<file path="src/rtl/i2c_pkg.sv">
// Shared definitions for the I2C EEPROM controllers: engine command
// codes, EEPROM device-type nibble and the read controller's states.
package i2c_pkg;

  localparam logic [3:0] EEPROM_DEV_TYPE = 4'b1010;

  typedef enum logic [2:0] {
    CMD_NONE      = 3'd0,
    CMD_START     = 3'd1,
    CMD_RSTART    = 3'd2,
    CMD_WRITE     = 3'd3,
    CMD_READ_ACK  = 3'd4,
    CMD_READ_NACK = 3'd5,
    CMD_STOP      = 3'd6
  } i2c_cmd_e;

  typedef enum logic [3:0] {
    S_IDLE,
    S_START,
    S_DEV_W,
    S_ADDR_H,
    S_ADDR_L,
    S_RSTART,
    S_DEV_R,
    S_RD_WAIT,
    S_RD,
    S_PUSH,
    S_STOP,
    S_RETRY_STOP,
    S_ERR_STOP
  } rd_state_e;

endpackage

</file>
<file path="src/rtl/i2c_read_from_memory.sv">
// Reads N bytes from a serial EEPROM through the I2C byte engine
// and pushes every received byte into the downstream FIFO.
module i2c_read_from_memory
  import i2c_pkg::*;
#(
  parameter int         ADDR_W    = 15,
  parameter int         COUNT_W   = 12,
  parameter logic [3:0] DEV_TYPE  = EEPROM_DEV_TYPE,
  parameter int         MAX_RETRY = 8
) (
  input  logic               clk,
  input  logic               reset,
  input  logic               run,
  input  logic [COUNT_W-1:0] number_of_bytes,
  input  logic [ADDR_W-1:0]  memory_address,
  input  logic [2:0]         memory_number,
  input  logic               i2c_busy,
  input  logic               i2c_done,
  input  logic               i2c_ack_n,
  input  logic [7:0]         i2c_rx_byte,
  output logic               i2c_cmd_valid,
  output logic [2:0]         i2c_cmd,
  output logic [7:0]         i2c_tx_byte,
  input  logic               fifo_full,
  output logic               fifo_write,
  output logic [7:0]         fifo_data,
  output logic               busy,
  output logic               done,
  output logic               error
);

  localparam int RW = $clog2(MAX_RETRY + 1);

  rd_state_e          state_q, state_d;
  logic               issued_q, issued_d;
  logic [COUNT_W-1:0] rem_q, rem_d;
  logic [RW-1:0]      retry_q, retry_d;
  logic [ADDR_W-1:0]  addr_q, addr_d;
  logic [2:0]         mem_q, mem_d;
  logic               busy_q, busy_d;
  logic               done_q, done_d;
  logic               error_q, error_d;

  i2c_cmd_e   sel_cmd;
  logic [7:0] sel_byte;
  logic       strobe;
  logic       fin;
  logic [15:0] addr16;

  // Bit 15 of the on-wire address is always 0.
  assign addr16 = {1'b0, 15'(addr_q)};

  always_comb begin
    state_d       = state_q;
    issued_d      = issued_q;
    rem_d         = rem_q;
    retry_d       = retry_q;
    addr_d        = addr_q;
    mem_d         = mem_q;
    busy_d        = busy_q;
    done_d        = 1'b0;
    error_d       = error_q;
    sel_cmd       = CMD_NONE;
    sel_byte      = '0;
    fifo_write    = 1'b0;
    fifo_data     = '0;
    i2c_cmd_valid = 1'b0;
    i2c_cmd       = '0;
    i2c_tx_byte   = '0;
    fin           = issued_q & i2c_done;

    unique case (state_q)
      S_IDLE: begin
        if (run) begin
          addr_d  = memory_address;
          mem_d   = memory_number;
          rem_d   = number_of_bytes;
          retry_d = '0;
          error_d = 1'b0;
          if (number_of_bytes == '0) begin
            done_d = 1'b1;
          end else begin
            busy_d  = 1'b1;
            state_d = S_START;
          end
        end
      end
      S_START: begin
        sel_cmd = CMD_START;
        if (fin) state_d = S_DEV_W;
      end
      S_DEV_W: begin
        sel_cmd  = CMD_WRITE;
        sel_byte = {DEV_TYPE, mem_q, 1'b0};
        if (fin) begin
          if (!i2c_ack_n) begin
            state_d = S_ADDR_H;
          end else if (retry_q == RW'(MAX_RETRY)) begin
            state_d = S_ERR_STOP;
          end else begin
            retry_d = retry_q + RW'(1);
            state_d = S_RETRY_STOP;
          end
        end
      end
      S_ADDR_H: begin
        sel_cmd  = CMD_WRITE;
        sel_byte = addr16[15:8];
        if (fin) state_d = i2c_ack_n ? S_ERR_STOP : S_ADDR_L;
      end
      S_ADDR_L: begin
        sel_cmd  = CMD_WRITE;
        sel_byte = addr16[7:0];
        if (fin) state_d = i2c_ack_n ? S_ERR_STOP : S_RSTART;
      end
      S_RSTART: begin
        sel_cmd = CMD_RSTART;
        if (fin) state_d = S_DEV_R;
      end
      S_DEV_R: begin
        sel_cmd  = CMD_WRITE;
        sel_byte = {DEV_TYPE, mem_q, 1'b1};
        if (fin) state_d = i2c_ack_n ? S_ERR_STOP : S_RD_WAIT;
      end
      S_RD_WAIT: begin
        if (!fifo_full) state_d = S_RD;
      end
      S_RD: begin
        sel_cmd = (rem_q == COUNT_W'(1)) ? CMD_READ_NACK : CMD_READ_ACK;
        if (!i2c_busy) state_d = S_PUSH;
      end
      S_PUSH: begin
        if (fin) begin
          fifo_write = 1'b1;
          fifo_data  = i2c_rx_byte;
          rem_d      = rem_q - COUNT_W'(1);
          state_d    = (rem_q == COUNT_W'(1)) ? S_STOP : S_RD_WAIT;
        end
      end
      S_STOP: begin
        sel_cmd = CMD_STOP;
        if (fin) begin
          done_d  = 1'b1;
          busy_d  = 1'b0;
          state_d = S_IDLE;
        end
      end
      S_RETRY_STOP: begin
        sel_cmd = CMD_STOP;
        if (fin) state_d = S_START;
      end
      S_ERR_STOP: begin
        sel_cmd = CMD_STOP;
        if (fin) begin
          error_d = 1'b1;
          busy_d  = 1'b0;
          state_d = S_IDLE;
        end
      end
      default: state_d = S_IDLE;
    endcase

    strobe = (sel_cmd != CMD_NONE) && !issued_q && !i2c_busy;
    if (strobe) begin
      issued_d      = 1'b1;
      i2c_cmd_valid = 1'b1;
      i2c_cmd       = sel_cmd;
      if (sel_cmd == CMD_WRITE) i2c_tx_byte = sel_byte;
    end
    if (fin) issued_d = 1'b0;
  end

  always_ff @(posedge clk) begin
    if (reset) begin
      state_q  <= S_IDLE;
      issued_q <= 1'b0;
      rem_q    <= '0;
      retry_q  <= '0;
      addr_q   <= '0;
      mem_q    <= '0;
      busy_q   <= 1'b0;
      done_q   <= 1'b0;
      error_q  <= 1'b0;
    end else begin
      state_q  <= state_d;
      issued_q <= issued_d;
      rem_q    <= rem_d;
      retry_q  <= retry_d;
      addr_q   <= addr_d;
      mem_q    <= mem_d;
      busy_q   <= busy_d;
      done_q   <= done_d;
      error_q  <= error_d;
    end
  end

  assign busy  = busy_q;
  assign done  = done_q;
  assign error = error_q;

endmodule

</file>
<file path="config.mk">
export PLATFORM = sky130hd
export DESIGN_NAME = i2c_read_from_memory
export DESIGN_NICKNAME = d
export VERILOG_FILES = /design/src/rtl/i2c_pkg.sv /design/src/rtl/i2c_read_from_memory.sv
export SDC_FILE = /design/constraint.sdc
export NUM_CORES = 1
export LEC_CHECK = 0
export CAP_MARGIN = 20
export CORE_MARGIN = 2
export CORE_UTILIZATION = 53
export DETAILED_ROUTE_END_ITERATION = 8
export PLACE_DENSITY = 0.86
export SYNTH_ARGS = -nofsm -noshare
export SYNTH_HDL_FRONTEND = slang
export SYNTH_SLANG_ARGS = --single-unit
export TNS_END_PERCENT = 5
</file>
<file path="constraint.sdc">
create_clock -name clk -period 3.3 [get_ports clk]
set_input_delay 0.33 -clock clk [delete_from_list [all_inputs] [get_ports clk]]
set_output_delay 0.33 -clock clk [all_outputs]
set_load 0.01 [all_outputs]
</file>
==> run summary, run 1 <==
outcome: complete, but fails checks
violated checks: DRC
RR Startpoint: state_q[0]
DRC Markers: 1
internal power: 1.172 mW
post-route setup slack: 0.3261 ns
Pre-antenna DRT Iters: 7
Worst EP arrival: 2.64 ns
total grt overflow: 0
# IOs: 69
post-cts sizing count: 0
CTS buffer count: 5
Vias/cell: 5.935
core box area: 4723 um^2
FF+latch count, synth: 42
syn_nets: 387
number of global-route vias before repair: 2496
Synth warnings: 0
RR Endpoint: rem_q[2]
final wirelength: 6943 um
Simple-Gate Fraction of Synth Area: 32.50%
PD cells: 613.0 nW/um^2
peak supply drop: 0.0002760 V
initial drt markers: 257
Comb pwr share: 47.0%
Worst setup endpoint: i2c_tx_byte[7]
NetSw: 0.8869 mW
Slew headroom: 50.74%
clk_skew: 0.006695 ns
FP Rows: 25
via count: 2748
Die ar.: 5464 um^2
CP Cell Sequence: buf_4 > nor2_2 > o221a_2 > nand2_2 > nor4_1 > clkdlybuf4s50_1
fin util: 71.13%
Clock Latency Late Sink: 0.30 ns
htree depth: 2
die width: 73.92 um
placed insts: 455
CP startpoint kind: register
CP max stage cell: clkdlybuf4s50_1
leakage power: 1.218 nW
post-place setup slack: 0.6972 ns
CP Data Required Time: 2.97 ns
# fillers: 397
multiplexer area fraction after synthesis: 0.8209%
share of layout cells above drive strength 1: 9.091%
clock sinks: 42
Netlist cell types: 64
Synth Area in XOR/XNOR: 1.014%
Avg Cell Area, Syn: 7.666 um^2
RSZ-0062 raised after global routing: false
Compound-Gate Fraction of Synth Area: 24.24%
synthesized area: 2591 um^2
Clock Tree Root: clkbuf_8
dpl cell area: 3267 um^2
Initial Util: 54.86%
Async SR Flop Fraction: 0%
Post-synth EDFFs: 0
total power: 2.059 mW
Nets: 444
HPWL after DPL: 5154 um
initial antenna violation count: 0
min-delay worst type: reg -> reg
Max Cap Viol: 0
Synth Flop Type: dfxtp_1
CTS tree: yes
Synth Area in Adders: 1.931%
flop2flop setup slack: 0.80 ns
Post-Syn Instances: 338
min Tclk post-route: 2.974 ns
Tot GR Track Use: 26.77%
pin count of the biggest net entering global routing: 27
Flop pwr share: 36.1%
Switching Fraction: 43.07%
CTS clock-pin slew for the worst setup and hold paths: 0.09 ns
reg2reg path depth: 6
worst hold margin: 0.4599 ns
GPL Wtd Cong: 1.030
Post-Layout Cell Count: 463
wire length per cell: 15.00 um
Critical Path Max Stage Delay: 0.59 ns
sequential fraction of the synthesis area: 32.45%
Max Clk Rate: 336.3 MHz
Critical Path End Type: primary output
Final ANT Viol Nets: 0
Die H: 73.92 um
Final Hold Fails: 0
Worst Tran Pin Value: 0.7389 ns
Fin Setup TNS: 0 ns
Worst Setup SP: state_q[3]
Buffers on Ports: 68
first-pass GRT wire length: 11490 um
Post-CTS Hold Buffers: 0
postcts setup bufs: 0
# setup viols final: 0
area added between synthesis and finish: 29.65%
critical path class: reg -> out
largest family of logic cells by synthesized area: simple AND/OR/NAND/NOR gates
fin. max-slew vios: 0
clock buffer depth: 2
ANT cells: 0
period utilization: 90.12%
Max Fanout on Critical Path: 15
Finished Cell Area: 3359 um^2
Clock power frac: 16.9%
-- cell type report --
class	count	area [um^2]	share of cell area [%]
flip-flops and latches	42	840.8	25.03
repair buffers	76	740.7	22.05
clock inverters	3	23.77	0.7076
multi-input cells	261	1568	46.67
inverters	9	33.78	1.006
clock buffers	5	68.82	2.048
well taps	67	83.83	2.495
-- how the worst min path moves through the flow --
stage	from	endpoint	cells past startpoint
finish	addr_q[10]	addr_q[10]	2
detailed placement	addr_q[10]	addr_q[10]	2
floorplan	addr_q[0]	addr_q[0]	2
global route	addr_q[12]	addr_q[12]	2
global placement	addr_q[12]	addr_q[12]	2
CTS	addr_q[10]	addr_q[10]	2
-- cell usage after synthesis (all sizes together), types with 2 or more instances --
cell type / n / area share (%)
or3: 2 / 0.48
or4: 2 / 0.72
a221oi: 2 / 1.2
a22o: 6 / 2.1
nand2b: 4 / 0.97
nor3: 8 / 1.7
a31oi: 3 / 0.97
inv: 9 / 1.3
clkbuf: 8 / 1.2
nand3: 11 / 2.1
xor2: 3 / 1.0
ha: 4 / 1.9
a21oi: 37 / 7.1
buf: 18 / 4.6
and3: 13 / 3.3
o21ai: 12 / 2.5
nor3b: 2 / 0.58
nor4: 9 / 3.5
dfxtp: 42 / 32
nor2: 33 / 5.0
and4b: 2 / 0.82
nor2b: 3 / 0.72
o31ai: 4 / 1.2
nand2: 53 / 7.8
o21a: 4 / 1.2
a211oi: 5 / 1.4
a22oi: 10 / 2.9
and2: 3 / 0.72
nand4: 6 / 1.4
o41ai: 2 / 0.68
-- worst max-delay path: cells and delay by family, from the launching register on --
kind                   cells  cell delay, ns
AOI/OAI and AO/OA          1            0.33
buffers and inverters      2            0.86
DFF                        1            0.47
and+or+nand+nor            3            0.69
-- cells by family after synthesis --
group / Yosys count
simple gates: 158
compound gates: 94
flops: 42
buf+inv: 35
fa+ha+maj: 4
xor+xnor: 3
mux: 2
-- registers in the layout, summed over array words and instances, names as in the netlist --
signal / flops
state_q: 4
retry_q: 4
addr_q: 15
busy: 1
done: 1
error: 1
rem_q: 12
mem_q: 3
issued_q: 1
-- cells in the final DEF, fill, tap and decap left out, types with 3 or more instances in the layout --
cell type        netlist  final
buf_4                  3      8
nor3_1                 7      7
nor4_2                 3      3
and2_1                 3      3
and3_1                12     12
nand2_1               52     52
nand3_1               11     11
a21oi_1               37     37
nor4_1                 5      5
o21ai_1                3      3
nand4_1                6      6
nand2b_1               4      4
o21ai_0                8      8
clkdlybuf4s50_1        0     68
a211oi_1               5      5
o31ai_1                4      4
clkbuf_8               0      5
ha_1                   4      4
nor2_1                31     31
dfxtp_1               42     42
xor2_1                 3      3
a22oi_1               10     10
inv_1                  9      9
o21a_1                 4      4
a22o_1                 5      5
nor2b_1                3      3
-- power by group through the flow --
stage | combinational, mW | clock [mW] | sequential [mW]
finish | 0.968 | 0.348 | 0.744
global route | 1.07 | 0.374 | 0.761
CTS | 0.958 | 0.353 | 0.738
detailed placement | 0.953 | 0 | 0.748
global placement | 0.942 | 0 | 0.743
floorplan | 0.762 | 0 | 0.708
-- per-layer routing --
metal	vias up	track usage, %	routed length (um)
li1	1336	-	-
met1	1251	34.96	2961
met2	147	45.34	3340
met3	14	5.898	541
met4	0	5.859	99
met5	-	0	0
No activity file was read; power rests on OpenSTA's default activity.
==> inputs of run 2 (changes only) <==
--- a/config.mk
+++ b/config.mk
@@ -10,6 +10,7 @@
 export CORE_UTILIZATION = 53
 export DETAILED_ROUTE_END_ITERATION = 8
 export PLACE_DENSITY = 0.86
+export SLEW_MARGIN = 20
 export SYNTH_ARGS = -nofsm -noshare
 export SYNTH_HDL_FRONTEND = slang
 export SYNTH_SLANG_ARGS = --single-unit
==> results of run 2 <==
The final DEF is identical to that of run 1; final timing and power are the same.
==> variant 1, RTL diff (config.mk and constraints of run 1) <==
Reset style: asynchronous (`reset`), changed in one clocked block.
--- a/src/rtl/i2c_read_from_memory.sv
+++ b/src/rtl/i2c_read_from_memory.sv
@@ -172,3 +172,3 @@
 
-  always_ff @(posedge clk) begin
+  always_ff @(posedge clk or posedge reset) begin
     if (reset) begin
Check against the original RTL: differs if reset is asserted again (counterexample within 4 cycles, from zero or initial values and one cycle with reset high); with reset held inactive, the same outputs for 10 cycles.
==> variant 1 against run 1 <==
- synthesized cell count shrank 1.2%
- synthesized area grew 6.4%
- global-route usage shrank 0.76 points
- critical path depth grew 1
- sequential power grew 42%
- hold slack lost 0.038 ns
- utilization shrank 0.61 points
- worst setup slack lost 0.091 ns
- clock power grew 18%
- sequential cell count is the same
- design area grew 6.5%
- total power grew 37%
- fmax shrank 3.0%
- routed wire length grew 6.0%
- largest power group unchanged
- highest routed layer unchanged
==> variant 1: results (changes against run 1) <==
| Metric | Value |
|---|---|
| Count of cell types in the netlist | 62 (-3.1%) |
| GR Layer Usage met3 | 7.11% (+1.2 points) |
| DIE AREA | 5790 sq um (+6.0%) |
| Final wirelength | 7360 microns (+6.0%) |
| Cells after Synth | 334 (-1.2%) |
| Multi-input gates | 256 (-1.9%) |
| Leak | 1.48 nW (+22%) |
| Syn Nets | 383 (-1.0%) |
| Non-clock buffering overhead | 20.9% (-1.1 points) |
| Worst hold slack | 0.422 ns (-0.0378 ns) |
| Routed vias/inst | 5.97 (+0.62%) |
| Clk tree area frac | 3.04% (+0.29 points) |
| Area contributors post-synth | dfrtp_1, nand2_1, o21ai_0, a21oi_1, a22oi_1 |
| Crit Reg-Reg Startpoint | state_q[0] |
| Area after DPL | 3470 sq um (+6.2%) |
| Net Sw Power | 0.00122 W (+37%) |
| Critical Path AT | 2.74 ns (+0.10 ns) |
| Share of cells above drive strength 1 | 7.32% (-1.8 points) |
| Worst slew pin tran | 0.766 ns (+0.0267 ns) |
| Drt pass-1 iters | 4 (-3) |
| Fillers | 429 (+8.1%) |
| # placed instances | 458 (+0.66%) |
| Hold crit path type | in2async |
| Delay-heaviest family, CP | simple AND/OR/NAND/NOR gates |
| DP Worst Slack | 0.584 ns (-0.113 ns) |
| Vias in the first global route | 2670 (+7.0%) |
| Post-synth top cells | nand2_1, dfrtp_1, o21ai_0 |
| Sequential power | 0.00106 W (+42%) |
| Root buffer cell | clkbuf_8 |
| Storage element area | 1050 sq um (+25%) |
| Initial DRC count | 162 (-37%) |
| Met2 routed WL | 3480 microns (+4.3%) |
| Final Instance Count excl. Fillers | 466 (+0.65%) |
| Buffers excl. clock | 77 (+1.3%) |
| Sw Ratio | 43.2% (+0.11 points) |
| Met1 Use GR | 31.1% (-3.9 points) |
| Met2 usage | 44.6% (-0.69 points) |
| Reg2Reg Depth | 5 (-1) |
| Maximum vdd drop | 451 uV (+63%) |
| Post-synth ARST share | 100% (+100 points) |
| Status | finished, final reports clean |
| Logic inverters | 13 (+4) |
| Num sequential | 42 (unchanged) |
| Seq/Total Area, Yosys | 38.1% (+5.7 points) |
| R2R Setup Slk | 1.08 ns (+0.28 ns) |
[variant 1: cell types whose count changed in the layout (fill, tap and decap cells not counted), sizes merged, moves of 3 or more]
| cell | change |
|---|---|
| dfrtp | +42 |
| dfxtp | -42 |
| a21oi | -20 |
| o21ai | +16 |
| nor2 | -14 |
| nand2 | +7 |
| nor2b | +4 |
| o22ai | +4 |
| a211oi | -3 |
| and2 | +3 |
| inv | +3 |
| nand3b | +3 |
[variant 1: worst max-delay path by stage]
stage,from,endpoint,cells after the start
finish,rem_q[1],i2c_cmd[0],7
global route,rem_q[1],i2c_cmd[0],7
CTS,rem_q[1],i2c_cmd[0],7
detailed placement,rem_q[1],i2c_cmd[0],7
global placement,rem_q[1],i2c_cmd[0],7
floorplan,rem_q[1],i2c_cmd[0],6
[variant 1: cells by family after synthesis]
family          count (synthesis)  synth area share, %
flops                          42                 38.1
mux                             3                 1.36
buf+inv                        36                 6.22
fa+ha+maj                       5                 2.22
xor+xnor                        1                0.318
simple gates                  156                 29.8
compound gates                 91                 22.0
==> variant 2, RTL diff (flow settings as in run 1) <==
Made on the original files. `ADDR_W`: 15 -> 13.
--- a/src/rtl/i2c_read_from_memory.sv
+++ b/src/rtl/i2c_read_from_memory.sv
@@ -5,3 +5,3 @@
 #(
-  parameter int         ADDR_W    = 15,
+  parameter int         ADDR_W    = 13,
   parameter int         COUNT_W   = 12,
Interface: changed (resized memory_address); port bits go from 69 to 67. The function was not compared with the original's and may differ.
==> variant 2 against run 1 <==
- non-clock buffer count grew 1
- critical endpoint is now i2c_tx_byte[0]
- critical path type unchanged
- sequential cell count shrank 2
- total power grew 9.2%
- synthesized area shrank 3.7%
- largest power group unchanged
- routed wire length shrank 1.1%
- largest cell class unchanged
- worst setup slack gained 0.021 ns
- die area shrank 3.5%
- design area shrank 0.86%
==> variant 2: results (changes against run 1) <==
| Metric | Value |
|---|---|
| Fillers | 348 (-12%) |
| Ys Warns | 0 (unchanged) |
| GRT Util Overall | 26.7% (-0.044 points) |
| Critical Path AT | 2.62 ns (-0.02 ns) |
| Final Net Count | 451 (+1.6%) |
| Status | finished, final reports clean |
| Final Wtd Congestion | 0.932 (-9.5%) |
| Root buffer cell | clkbuf_8 |
| First-pass GRT wire length | 11100 microns (-3.5%) |
| Syn Nets | 390 (+0.78%) |
| Worst slew pin tran | 0.588 ns (-0.151 ns) |
| Post-synthesis xor/xnor area fraction | 0.702% (-0.31 points) |
| Buffers on Ports | 66 (-2.9%) |
| Post-DP HPWL | 4960 microns (-3.7%) |
| Antenna cells | 0 (unchanged) |
| Routed vias/inst | 5.96 (+0.50%) |
| Net Sw Power | 0.000950 W (+7.1%) |
| Seq/Total Area, Yosys | 32.1% (-0.35 points) |
| Layout Skew | 0.0106 ns (+0.00392 ns) |
| Mux contribution to synthesized area | 0.853% (+0.032 points) |
| Cell area after layout | 3330 sq um (-0.86%) |
| Drt pass-1 iters | 4 (-3) |
| Count of cell types in the netlist | 56 (-13%) |
| Vias in the first global route | 2372 (-5.0%) |
| Area after DPL | 3210 sq um (-1.6%) |
| Initial DRC count | 298 (+16%) |
| Post-synth top cells | nand2_1, a21oi_1, dfxtp_1 |
| Maximum vdd drop | 400 uV (+45%) |
| Synth Area in Compound Gates | 27.6% (+3.3 points) |
| Post-synth ARST share | 0% (unchanged) |
| Post-DR wirelength/cell | 15.0 microns (+0.17%) |
| Area contributors post-synth | dfxtp_1, a21oi_1, nand2_1, nor2_1, o21ai_0 |
| Largest net degree at the start of global routing | 42 (+56%) |
| Share of cells above drive strength 1 | 5.93% (-3.2 points) |
| Biggest regs | addr_q (13), rem_q (12) |
| Adder-Cell Fraction of Synth Area | 2.01% (+0.075 points) |
variant 2: final cells by class:
| type | instances | share of cell area (%) |
|---|---|---|
| multi-input combinational | 274 | 47.4 |
| sequential | 40 | 24.0 |
| timing repair buffer | 77 | 22.4 |
| clock buffer | 5 | 2.07 |
| tap | 52 | 1.95 |
| clock inverter | 3 | 1.43 |
| inverter | 6 | 0.676 |
variant 2: critical path, stage by stage, from the launching register on:
cell and delay (ns):
dfxtp_1 0.50, buf_4 0.26, a21o_1 0.15, a21boi_0 0.22, o311ai_0 0.18, clkdlybuf4s18_2 0.30
nor2_1 0.15, clkdlybuf4s50_1 0.57
variant 2: metal layers:
metal  global-route usage [%]  part of all wire [%]
met4                     6.38                   1.0
met1                     37.4                    44
met2                     43.0                    48
met3                     4.56                   7.4
met5                        0                     0
variant 2: final timing paths:
kind / cells past startpoint / endpoint / slack (ns) / startpoint
max: 7 / i2c_tx_byte[0] / 0.35 / state_q[0]
min: 2 / addr_q[3] / 0.46 / addr_q[3]
max reg2reg: 6 / rem_q[0] / 1.07 / state_q[2]
min reg2reg: 2 / addr_q[3] / 0.46 / addr_q[3]
variant 2: per-stage QoR:
step	hold WS [ns]	worst slack, ns	instances
final	0.456	0.347	457
after global routing	0.475	0.263	457
after CTS	0.459	0.385	457
after detailed placement	0.447	0.662	449
after global placement	0.441	0.698	448
after floorplan	0.432	1.16	343
variant 2: power by group through the flow:
| stage | Clock, W | Sequential [W] | Combinational, W |
|---|---|---|---|
| floorplan | 0 | 0.000645 | 0.000831 |
| global placement | 0 | 0.000689 | 0.00111 |
| detailed placement | 0 | 0.000694 | 0.00113 |
| CTS | 0.000417 | 0.000683 | 0.00114 |
| global route | 0.000441 | 0.000698 | 0.00128 |
| finish | 0.000412 | 0.000686 | 0.00115 |
